### src/rtl/ctrl_trace_encoder.sv
// rtl/ctrl_trace_encoder.sv - re-encodes control bundles to opcodes into a timestamped FWFT trace FIFO
module ctrl_trace_encoder #(
  parameter int DEPTH    = 8,
  parameter int TS_W     = 10,
  parameter int DROP_NOP = 1
) (
  input  logic                       clk,
  input  logic                       rst_n,
  input  logic                       clr,
  input  logic                       ctl_valid,
  input  logic                       reg_write,
  input  logic [1:0]                 alu_op,
  input  logic                       reg_dst,
  input  logic                       alu_src,
  input  logic                       mem_write,
  input  logic                       mem_read,
  input  logic                       mem_to_reg,
  input  logic                       branch,
  input  logic                       jump,
  output logic                       out_valid,
  input  logic                       out_ready,
  output logic [TS_W+6:0]            out_data,
  output logic                       overflow,
  output logic [7:0]                 drop_cnt,
  output logic [$clog2(DEPTH):0]     level
);

  localparam int AW = $clog2(DEPTH);
  localparam int DW = TS_W + 7;

  logic [TS_W-1:0] ts_q;
  logic [AW-1:0]   wr_ptr_q, rd_ptr_q;
  logic [AW:0]     count_q;
  logic [DW-1:0]   mem_q [DEPTH];
  logic            overflow_q;
  logic [7:0]      drop_cnt_q;

  logic [5:0]      enc_opcode;
  logic            enc_illegal;
  logic            enc_nop;
  logic            full, pop, push_req, push, drop;

  // Inverse control decode: first matching bundle pattern selects the opcode
  always_comb begin
    enc_opcode  = 6'b111110;
    enc_illegal = 1'b1;
    enc_nop     = 1'b0;
    if (reg_write && reg_dst && !alu_src && !mem_read && !mem_write && alu_op == 2'b10) begin
      enc_opcode = 6'b000000; enc_illegal = 1'b0;
    end else if (reg_write && mem_read && mem_to_reg && alu_src && !reg_dst && !mem_write
                 && alu_op == 2'b00) begin
      enc_opcode = 6'b010001; enc_illegal = 1'b0;
    end else if (reg_write && !reg_dst && alu_src && !mem_read && !mem_write && !mem_to_reg
                 && alu_op == 2'b00) begin
      enc_opcode = 6'b001100; enc_illegal = 1'b0;
    end else if (reg_write && !reg_dst && alu_src && !mem_read && !mem_write && !mem_to_reg
                 && alu_op == 2'b01) begin
      enc_opcode = 6'b001101; enc_illegal = 1'b0;
    end else if (mem_write && !reg_write && !mem_read && alu_src && !branch && !jump
                 && alu_op == 2'b00) begin
      enc_opcode = 6'b010000; enc_illegal = 1'b0;
    end else if (branch && !jump && !alu_src && !reg_write && !mem_write && !mem_read
                 && alu_op == 2'b01) begin
      enc_opcode = 6'b010011; enc_illegal = 1'b0;
    end else if (jump && !branch && !reg_write && !mem_write && !mem_read && alu_op == 2'b01) begin
      enc_opcode = 6'b011100; enc_illegal = 1'b0;
    end else if (!reg_write && !mem_write && !mem_read && !branch && !jump && alu_op == 2'b11) begin
      enc_opcode = 6'b111111; enc_illegal = 1'b0; enc_nop = 1'b1;
    end
  end

  // Pop only when something is visible; a pop frees room for a push in the same cycle
  always_comb begin
    full     = (count_q == (AW+1)'(DEPTH));
    pop      = (count_q != '0) && out_ready;
    push_req = ctl_valid && !(enc_nop && (DROP_NOP != 0));
    push     = push_req && (!full || pop);
    drop     = push_req && full && !pop;
  end

  // Free-running timestamp, wraps naturally at 2^TS_W
  always_ff @(posedge clk or negedge rst_n) begin
    if (!rst_n)   ts_q <= '0;
    else if (clr) ts_q <= '0;
    else          ts_q <= ts_q + 1'b1;
  end

  // Entry storage; contents are only observed through the occupancy-gated head
  always_ff @(posedge clk) begin
    if (push) mem_q[wr_ptr_q] <= {ts_q, enc_illegal, enc_opcode};
  end

  // Pointers, occupancy and drop bookkeeping
  always_ff @(posedge clk or negedge rst_n) begin
    if (!rst_n) begin
      wr_ptr_q   <= '0;
      rd_ptr_q   <= '0;
      count_q    <= '0;
      overflow_q <= 1'b0;
      drop_cnt_q <= '0;
    end else if (clr) begin
      wr_ptr_q   <= '0;
      rd_ptr_q   <= '0;
      count_q    <= '0;
      overflow_q <= 1'b0;
      drop_cnt_q <= '0;
    end else begin
      if (push) wr_ptr_q <= wr_ptr_q + 1'b1;
      if (pop)  rd_ptr_q <= rd_ptr_q + 1'b1;
      count_q <= count_q + (AW+1)'(push) - (AW+1)'(pop);
      if (drop) begin
        overflow_q <= 1'b1;
        if (drop_cnt_q != 8'hFF) drop_cnt_q <= drop_cnt_q + 8'd1;
      end
    end
  end

  // Head is driven only from registers; zero while empty
  always_comb begin
    out_valid = (count_q != '0);
    out_data  = out_valid ? mem_q[rd_ptr_q] : '0;
    overflow  = overflow_q;
    drop_cnt  = drop_cnt_q;
    level     = count_q;
  end

endmodule

### config.mk
export PLATFORM = sky130hd
export DESIGN_NAME = ctrl_trace_encoder
export DESIGN_NICKNAME = d
export VERILOG_FILES = /design/src/rtl/ctrl_trace_encoder.sv
export SDC_FILE = /design/constraint.sdc
export NUM_CORES = 1
export LEC_CHECK = 0
export CORE_MARGIN = 3
export CORE_UTILIZATION = 62
export DETAILED_ROUTE_END_ITERATION = 6
export PLACE_DENSITY = 0.84
export SYNTH_ARGS = -nofsm -noshare
export SYNTH_HDL_FRONTEND = slang
export SYNTH_SLANG_ARGS = --single-unit
### constraint.sdc
create_clock -name clk -period 8.65 [get_ports clk]
set_input_delay 0.865 -clock clk [delete_from_list [all_inputs] [get_ports clk]]
set_output_delay 0.865 -clock clk [all_outputs]
set_load 0.02 [all_outputs]
# After elaboration in Yosys (flattened, before gate mapping)
# Memory sizes are Yosys's and may differ from the RTL's.
# Index checks and enable logic that the tools add are counted.
# word_totals
reg_bits	29
latchBits	0
ramBits	136
rom_bits	0
out_inout_bits	31
memories	1
# op_classes
add_sub_neg	6
multipliers	0
div	0
magnitude_cmp	0
eq_ne	5
shift	0
muxes	38
bitwise	0
reduce_logical	64
# memory_table
name	depth	width	read_ports	rd_clocked_by_memory_dff	wr	line	source
mem_q	8	17	1	0	1	34	logic [DW-1:0] mem_q [DEPTH];
# ops
cell	n
1-bit logical AND	45
6-bit 2-to-1 mux	7
8-bit 2-to-1 mux	3
1-bit 2-to-1 mux	21
17-bit 2-to-1 mux	1
3-bit 2-to-1 mux	4
1-bit zero test	11
10-bit by 1-bit adder with 10-bit output (second input constant)	1
10-bit 2-to-1 mux	1
8-bit by 1-bit adder with 8-bit output (second input constant)	1
8-bit != test (second input constant)	1
2-bit nonzero test	4
3-bit by 1-bit adder with 3-bit output (second input constant)	2
4-bit by 1-bit adder with 4-bit output	1
2-bit == test (second input constant)	2
4-bit == test (second input constant)	1
4-bit 2-to-1 mux	1
4-bit nonzero test	1
4-bit by 1-bit subtractor with 4-bit output	1
2-bit by 1-bit == test with 1-bit output (second input constant)	1
2-bit zero test	1
2-bit AND reduction	1
1-bit logical OR	1

# Logic depth before layout (Yosys ltp)
# Gate-level depths: netlist of run 1.
# depth
word_depth	20
ltp_mapped	13
ltp_nobuf	12

# Least setup slack after synthesis of run 1
# No wires, ideal clock.
# synth_path
path_type	input to register
start	input port alu_op[0]
end	memory mem_q[0][0] in the netlist's numbering, enable pin
arrival_ps	2976
required_ps	8241
setup_slack_ps	5265
cell_stages	5
n_path_buf	1
path_cell_list	or3b_4 > o41ai_4 > buf_6 > or3_2 > nor3_1
# synth_between
elab_chain_cells	15
word_cells_on_any_way	25
classes_between	eq/ne: 3; mux: 10; reduce/logical: 12
# synth_rtl
item	line	source
from (decl)	12	input logic [1:0] alu_op,
2-bit == test	67	end else if (!reg_write && !mem_write && !mem_read && !branch && !jump && alu_op == 2'b11) begin
1-bit logical AND	67	
1-bit 2-to-1 mux	67	
1-bit 2-to-1 mux	65	end else if (jump && !branch && !reg_write && !mem_write && !mem_read && alu_op == 2'b01) begin
1-bit 2-to-1 mux	62	end else if (branch && !jump && !alu_src && !reg_write && !mem_write && !mem_read
1-bit 2-to-1 mux	59	end else if (mem_write && !reg_write && !mem_read && alu_src && !branch && !jump
1-bit 2-to-1 mux	56	end else if (reg_write && !reg_dst && alu_src && !mem_read && !mem_write && !mem_to_reg
1-bit 2-to-1 mux	53	end else if (reg_write && !reg_dst && alu_src && !mem_read && !mem_write && !mem_to_reg
1-bit 2-to-1 mux	50	end else if (reg_write && mem_read && mem_to_reg && alu_src && !reg_dst && !mem_write
1-bit 2-to-1 mux *	48	if (reg_write && reg_dst && !alu_src && !mem_read && !mem_write && alu_op == 2'b10) begin
1-bit zero test *	76	push_req = ctl_valid && !(enc_nop && (DROP_NOP != 0));
1-bit logical AND *	76	
1-bit logical AND *	77	push = push_req && (!full || pop);
1-bit 2-to-1 mux *	90	if (push) mem_q[wr_ptr_q] <= {ts_q, enc_illegal, enc_opcode};
1-bit 2-to-1 mux (not written as such) *	90	
to (decl)	34	
# Mark *: on every way between the ends. The rest lies on a longest branch, timed or not.

# Worst setup path after layout of run 1
# layout_path
start	register rd_ptr_q[0]
end	output port out_data[16]
# layout_between
elab_chain_cells	2
# layout_rtl
item	line	source
from (decl)	32	logic [AW-1:0] wr_ptr_q, rd_ptr_q;
from (signal assigned)	109	if (pop) rd_ptr_q <= rd_ptr_q + 1'b1;
memory read 8 x 17 bit	--	
17-bit 2-to-1 mux	121	out_data = out_valid ? mem_q[rd_ptr_q] : '0;
to (decl)	22	output logic [TS_W+6:0] out_data,
# No other way between the ends.

==> flow_summary.ini, run 1 <==
[timing]
maxSlewHeadroom = 0.228
final_max_slew_viol_count = 0
skew_ns = 0.0151
worst_pin_slew_ns = 1.16
hold_viol = 0
setup_violations = 0
post-route-min-period_ns = 3.97
grt_setup_unrepaired = no
fin_setup_tns_ns = 0
min_period_over_period = 0.459
fmax_mhz = 252

[drt]
drtIter0Drc = 337
topRoutingLayerUsed = met4
final_antenna_net_count = 0
dr_wl_met3_um = 887
wl_per_cell_um = 23.5
met2_length_um = 7740
vias = 3855
drt_pass1_iterations = 5
drc = 0
wl_um = 14200
viasPerCell = 6.37
met1Wirelength_um = 5340

[synthesis]
synth-async-reset-ratio = 0.185
synth_top_area_cell = edfxtp_1
synth_edf_count = 128
synth_seq_area_share = 0.686
synth.area.top_cells = edfxtp_1, dfrtp_1, mux4_2
avgSynthCellArea_um2 = 16.7
synth_seq_cells = 157
syn-cell-area_mm2 = 0.00667
yosysMostFrequentCell = edfxtp_1
synth_common_cells = edfxtp_1, nor2_1, mux4_2
netlist.area_leader.share = 0.577
synth_nets = 425
netlist_instances = 400
synth-main-ff-cell = edfxtp_1
yosys_warnings = 0
ys_types = 51

[run]
maxCapViolCount = 0

[clock_network]
clockBufferDepth = 2
cts_resized = 0
cts_max_level = 4
post_cts.repair.setup_buffers = 0
insertion_delay_ns = 0.53
cts.clk_slew.worst_paths_ns = 0.07
cts_buffers = 17
clkSinkCount = 157
tritoncts = built
cts_root_buf = clkbuf_8
cts_hold_buf = 0

[outcome]
status = complete, no violations

[finish]
fillerInstances = 595
nNetsFinal = 481
area_growth_syn_to_layout_pct = 18.3
drive_gt1_frac = 0.186
diodes = 0
final_design_area_no_fill_mm2 = 0.00788

[die]
die_x_um = 110
core_area_mm2 = 0.0104
dieArea_mm2 = 0.0120
rows = 37
ios = 46
chipHeight_um = 110
start_util = 0.643

[setup_path]
startpoint = rd_ptr_q[0]
start_kind = register
cp-end-kind = output port
arrival_ns = 3.10
critPathKind = reg2out
rr_startpoint = level[2]
cp_max_fo = 24
cp_data_required_time_ns = 7.79

[global_routing]
antenna_found_initial = 0
grt_pass1_wl_um = 21700
grt_util_all_layers = 0.256
grt_max_degree = 35
grt_overflow = 0
grt_pass1_vias = 3870

[placed_design]
place_congestion = 0.794
dpl_cell_area_mm2 = 0.00729
io_buffers = 45
hpwl_um = 8160

[hold_path]
holdCritPathClass = reg2reg
min-delay-start = overflow

[pwr]
p_leak_nw = 2.70
ir_drop_v = 0.000226
pwr_density_cell_mw_per_mm2 = 293
==> registers in the layout, summed over array words and instances (netlist names) <==
signal	count
mem_q	128
level	4
overflow	1
rd_ptr_q	3
ts_q	10
wr_ptr_q	3
drop_cnt	8
==> cells by family after synthesis <==
kind of cell             count (synthesis)  synth area share
multiplexers                            51             0.137
buffers and inverters                   25            0.0167
adder cells (fa/ha/maj)                 10            0.0199
XOR/XNOR                                12            0.0158
AO/OA/AOI/OAI                           30            0.0327
AND/OR/NAND/NOR                        115            0.0924
flip-flops                             157             0.686
==> path summary, 6_finish.rpt <==
| path | end | slack [ns] | cells past startpoint |
|---|---|---|---|
| hold / removal | overflow | 0.54 | 2 |
| max in group asynchronous | rd_ptr_q[1] | 7.63 | 2 |
| setup reg to reg | mem_q[6][7] | 5.66 | 7 |
| min in group asynchronous | ts_q[4] | 0.71 | 2 |
| hold reg to reg | overflow | 0.54 | 2 |
| setup / recovery | out_data[16] | 4.68 | 5 |
==> metrics by stage <==
| step | util | hold slack, ns | power [mW] | setup WS [ns] | std cells |
|---|---|---|---|---|---|
| floorplan | - | 0.533 | 1.33 | 5.26 | 400 |
| CTS | 0.760 | 0.542 | 2.32 | 4.63 | 605 |
| global placement | 0.703 | 0.509 | 1.55 | 4.86 | 573 |
| global route | 0.760 | 0.592 | 2.39 | 4.51 | 605 |
| finish | 0.760 | 0.541 | 2.31 | 4.68 | 605 |
| detailed placement | 0.703 | 0.518 | 1.57 | 4.77 | 573 |
==> layout by cell type, fill, tap and decap left out, drive strengths merged, types with 9 or more instances in the layout <==
master	instances
edfxtp	128
xor2	9
ha	9
buf	10
inv	11
mux4	32
dfrtp	29
clkbuf	19
mux2i	17
clkdlybuf4s50	45
nand3	14
nor2	48
a21oi	10
==> where the power goes <==
part / internal [mW] / switching, mW / total [mW] / leakage (nW)
sequential: 0.858 / 0.0559 / 0.914 / 1.57
clock: 0.449 / 0.300 / 0.750 / 0.287
combinational: 0.310 / 0.336 / 0.646 / 0.844
==> layout make-up <==
| class | count | area [µm²] | share of cell area |
|---|---|---|---|
| multi-input cells | 218 | 1990 | 0.253 |
| repair buffers | 55 | 526 | 0.0667 |
| clock inverters | 13 | 163 | 0.0206 |
| clock buffers | 19 | 432 | 0.0548 |
| well taps | 136 | 170 | 0.0216 |
| inverters | 7 | 26.3 | 0.00333 |
| flip-flops and latches | 157 | 4570 | 0.580 |
==> critical path, stage by stage (launching register included) <==
cell and delay [ns]:
dfrtp_2 0.60, buf_4 0.51, mux4_2 0.58, mux2i_1 0.25
nor2_1 0.07, clkdlybuf4s50_1 0.57
==> per-layer routing <==
| layer | vias to the layer above | global-route usage |
|---|---|---|
| met2 | 172 | 0.449 |
| li1 | 1677 | - |
| met4 | 0 | 0.0766 |
| met5 | - | 0 |
| met1 | 1979 | 0.319 |
| met3 | 27 | 0.0587 |
No activity file was read; power rests on OpenSTA's default activity.
==> inputs of run 2 (changes only) <==
Settings changed: CORE_UTILIZATION 62 to 53, PLACE_DENSITY 0.84 to 0.77.
Clock period 8.65 ns to 3.5 ns, I/O delays scaled along.
==> run 2 against run 1 <==
Effect of this change:
- combinational power rose to 2.6 times the previous value
- core utilization is 10 points lower
- power rose by 140%
- clock skew is 0.0094 ns lower
- via count fell by 4.0%
- flip-flop and latch count stayed put
- count of clock-buffer cells in the layout shrank 1
- cell area is 1.2% higher
- clock power increased by 130%
- non-clock buffer count is 9 higher
- critical path type unchanged
- critical endpoint is now out_data[14]
- highest routed layer unchanged
==> flow_summary.ini, run 2 (same netlist as run 1, synthesis figures left out) <==
[clock_network]
cts.clk_slew.worst_paths_ns = 0.06
post_cts.repair.setup_buffers = 0
cts_root_buf = clkbuf_16
clkSinkCount = 157
clockBufferDepth = 2
tritoncts = built
cts_hold_buf = 0
cts_max_level = 4
cts_resized = 0
insertion_delay_ns = 0.41
cts_buffers = 17

[finish]
drive_gt1_frac = 0.190
area_growth_syn_to_layout_pct = 19.7
final_common_cell = edfxtp_1
nNetsFinal = 490
largest_register = mem_q
fillerInstances = 827
multi_input_area_mm2 = 0.00199
largest_reg_flops = 128
layout_common_cells = edfxtp_1, nor2_1, clkdlybuf4s50_1
seq_area_mm2 = 0.00457
final_design_area_no_fill_mm2 = 0.00798
diodes = 0

[pwr]
ir_drop_v = 0.000465
p_total_mw = 5.61
pwr_density_cell_mw_per_mm2 = 703
p_leak_nw = 2.74

[hold_path]
holdCritPathClass = in2async

[global_routing]
gr-max-usage-layer = met2
grt_pass1_vias = 3788
grt_max_degree = 23
grt_pass1_wl_um = 20800
grtUsageMet1 = 0.269
use_met3 = 0.0368
grt_overflow = 0
grt_util_all_layers = 0.195
grtUsageMet2 = 0.314
antenna_found_initial = 0

[timing]
skew_ns = 0.00575
fin_setup_tns_ns = 0
fmax_mhz = 341
post-route-min-period_ns = 2.94
maxSlewHeadroom = 0.451
hold_viol = 0
min_period_over_period = 0.839
final_max_slew_viol_count = 0
worst_pin_slew_ns = 0.819
setup_violations = 0
grt_setup_unrepaired = no

[drt]
drtIter0Drc = 172
final_antenna_net_count = 0
wl_per_cell_um = 19.9
vias = 3699
drc = 0
viasPerCell = 5.76
drt_pass1_iterations = 4
wl_um = 12800

[placed_design]
hpwl_um = 8000
dpl_cell_area_mm2 = 0.00742
place_congestion = 0.814
io_buffers = 45

[die]
ios = 46
start_util = 0.548
dieArea_mm2 = 0.0140
core_area_mm2 = 0.0122
chipHeight_um = 118
rows = 40
die_x_um = 118

[setup_path]
cp-end-kind = output port
r2r_cells = 12
start_kind = register
crit_chain = buf_12, mux4_2, mux2i_1, nor2_1, clkdlybuf4s50_1
cp_data_required_time_ns = 3.15
cp_max_fo = 22
worst_path_max_delay_cell = dfrtp_1
critPathKind = reg2out
max_stage_delay_ns = 0.77
arrival_ns = 2.59

[run]
maxCapViolCount = 0

[outcome]
status = complete, no violations
-- run 2: cell count changes in the layout (fill, tap and decap cells not counted) --
cell / change
clkinv_1: +1
buf_12: +2
clkinv_2: +2
buf_4: +7
clkbuf_8: -2
clkinvlp_4: -2
clkbuf_16: +1
dfrtp_2: -1
inv_6: -4
dfrtp_1: +1
-- run 2: area by class of cell --
class / instances / area share
clock inverters: 10 / 0.0158
flip-flops and latches: 157 / 0.573
multi-input cells: 218 / 0.250
well taps: 168 / 0.0264
inverters: 7 / 0.00329
clock buffers: 18 / 0.0538
repair buffers: 64 / 0.0775
-- run 2: final timing paths --
path                            slack, ns        start           end
max in group asynchronous            2.45        rst_n   drop_cnt[3]
worst min-delay path                 0.37        rst_n       ts_q[3]
worst min register to register       0.52     overflow      overflow
worst max register to register       1.05     level[1]      level[2]
worst max-delay path                 0.56  rd_ptr_q[1]  out_data[14]
min in group clk                     0.52     overflow      overflow
-- run 2: report_power, final --
group / switching (mW) / internal, mW
Combinational: 0.834 / 0.815
Sequential: 0.106 / 2.12
Clock: 0.639 / 1.09
Total: 1.58 / 4.03
-- run 2: routing by layer --
metal,share of wire,wire length (µm)
met2,0.50,6380
met4,0.016,210
met3,0.049,619
met1,0.43,5540
met5,0,0
-- run 2: through the flow --
stage / std cells / hold WS [ns] / setup WS [ns] / util
2_1_floorplan: 400 / 0.0544 / 0.386 / -
4_1_cts: 642 / 0.371 / 0.495 / 0.656
3_5_place_dp: 614 / 0.501 / 0.652 / 0.610
6_report: 642 / 0.369 / 0.564 / 0.656
5_1_grt: 642 / 0.401 / 0.420 / 0.656
3_3_place_gp: 614 / 0.516 / 0.718 / 0.610
-- run 2: worst max-delay path: cells and delay by family (launching register included) --
kind	cells	cell delay, ns
AND/OR/NAND/NOR	1	0.06
flip-flops	1	0.77
multiplexers	2	0.52
buffers and inverters	2	0.81
==> inputs of run 3 (changes only) <==
Settings changed: CORE_UTILIZATION 53 to 58, PLACE_DENSITY 0.77 to 0.8.
Clock period 3.5 ns to 3 ns, I/O delays scaled along.
==> run 3 against run 2 <==
Effect of this change:
- sequential power increased by 16%
- register-to-register slack got worse by 0.34 ns
- global-route usage increased by 3.5 points
- combinational power increased by 18%
- critical path depth unchanged
- largest cell class unchanged
- critical path type unchanged
==> flow_summary.ini, run 3 (same netlist as run 1, synthesis figures left out) <==
[setup_path]
cp-end-kind = output port
worst_path_max_delay_cell = clkdlybuf4s50_1
path_buf_inv = 2
cp_data_required_time_ns = 2.70
start_kind = register
critPathKind = reg2out
max_stage_delay_ns = 0.56
cp_max_fo = 10
cpLargestDelayFamily = buffers and inverters
crit_chain = buf_4, mux4_2, mux2i_1, nor2_1, clkdlybuf4s50_1
arrival_ns = 2.58

[drt]
drt_pass1_iterations = 4
drtIter0Drc = 275
topRoutingLayerUsed = met4
wl_per_cell_um = 22.0
final_antenna_net_count = 0
drc = 0
wl_um = 13700
met1Wirelength_um = 5530
dr_wl_met3_um = 779
viasPerCell = 6.14
vias = 3808
met2_length_um = 7170

[global_routing]
grt_overflow = 0
grt_util_all_layers = 0.230
grt_pass1_vias = 3956
grt_max_degree = 34
antenna_found_initial = 0
grt_pass1_wl_um = 22100

[pwr]
p_comb_frac = 0.299
pwr_density_cell_mw_per_mm2 = 819
internal_power_mw = 4.59
sequentialPowerShare = 0.396
p_leak_nw = 2.75
ir_drop_v = 0.000555
clockPowerShare = 0.305
netSwitchingPower_mw = 1.94
swShare = 0.297

[timing]
min_period_over_period = 0.961
worst_pin_slew_ns = 0.924
final_max_slew_viol_count = 0
setup_violations = 0
fin_ws_ns = 0.116
hold_viol = 0
skew_ns = 0.00668
maxSlewHeadroom = 0.384
post-route-min-period_ns = 2.88
fin_setup_tns_ns = 0
fmax_mhz = 347
grt_setup_unrepaired = no

[clock_network]
cts_root_buf = clkbuf_16
clkSinkCount = 157
cts_buffers = 17
tritoncts = built
cts.clk_slew.worst_paths_ns = 0.06
clockBufferDepth = 2
insertion_delay_ns = 0.41
cts_max_level = 4
cts_hold_buf = 0

[die]
chipHeight_um = 113
start_util = 0.604
die_x_um = 113
core_area_mm2 = 0.0110
rows = 38
ios = 46
dieArea_mm2 = 0.0128

[outcome]
status = complete, no violations

[placed_design]
pre_cts_ws_ns = 0.194
io_buffers = 45
place_congestion = 0.796
hpwl_um = 8060

[hold_path]
holdCritPathClass = in2async

[finish]
drive_gt1_frac = 0.204
nNetsFinal = 492
area_growth_syn_to_layout_pct = 19.7
largest_reg_flops = 128
layout_common_cells = edfxtp_1, nor2_1, clkdlybuf4s50_1
final_util = 0.723
diodes = 0
final_common_cell = edfxtp_1
largest_register = mem_q

[run]
maxCapViolCount = 0
-- run 3: cell type report --
cell class | count | area [µm²]
Tap cell | 140 | 175
Sequential cell | 157 | 4570
Clock buffer | 19 | 443
Multi-Input combinational cell | 218 | 1990
Clock inverter | 13 | 118
Fill cell | 704 | 3060
Timing Repair Buffer | 66 | 646
Inverter | 7 | 26.3
-- run 3: worst reg2reg max path: cells and delay by family, from the launching register on --
| family | cells | cell delay, ns |
|---|---|---|
| fa+ha+maj | 1 | 0.21 |
| buf+inv | 2 | 0.30 |
| simple gates | 4 | 1.13 |
| flops | 1 | 0.36 |
-- run 3: final timing paths --
kind / from / endpoint / slack (ns) / cells after the start
hold / removal: rst_n / drop_cnt[7] / 0.27 / 2
hold reg to reg: overflow / overflow / 0.52 / 2
setup / recovery: rd_ptr_q[0] / out_data[1] / 0.12 / 5
setup reg to reg: level[2] / mem_q[4][1] / 0.71 / 7
min in group clk: overflow / overflow / 0.52 / 2
max in group asynchronous: rst_n / rd_ptr_q[0] / 2.43 / 2
-- run 3: metrics by stage --
step	total power [mW]	hold slack, ns	area (µm²)	instances
floorplan	3.83	0.00441	6680	400
global placement	4.54	0.508	7410	588
detailed placement	4.59	0.515	7410	588
CTS	6.59	0.277	7970	620
global route	6.83	0.297	7980	620
finish	6.53	0.267	7980	620
-- run 3: timing repair --
| item | in CTS | in global routing |
|---|---|---|
| endpoints found under the setup margin | 0 | 6 |
| setup buffers | 0 | 0 |
| gates resized for setup | 0 | 1 |
-- run 3: routing by layer --
metal | global-route usage | vias up
met5 | 0 | -
met4 | 0.0689 | 0
met3 | 0.0481 | 18
met2 | 0.385 | 120
met1 | 0.309 | 1968
li1 | - | 1702
-- run 3: power groups by stage --
stage	clock network, mW	registers (mW)	logic [mW]
finish	1.99	2.59	1.95
global route	2.12	2.60	2.11
CTS	2.02	2.59	1.98
detailed placement	0	2.63	1.97
global placement	0	2.62	1.92
floorplan	0	2.60	1.23
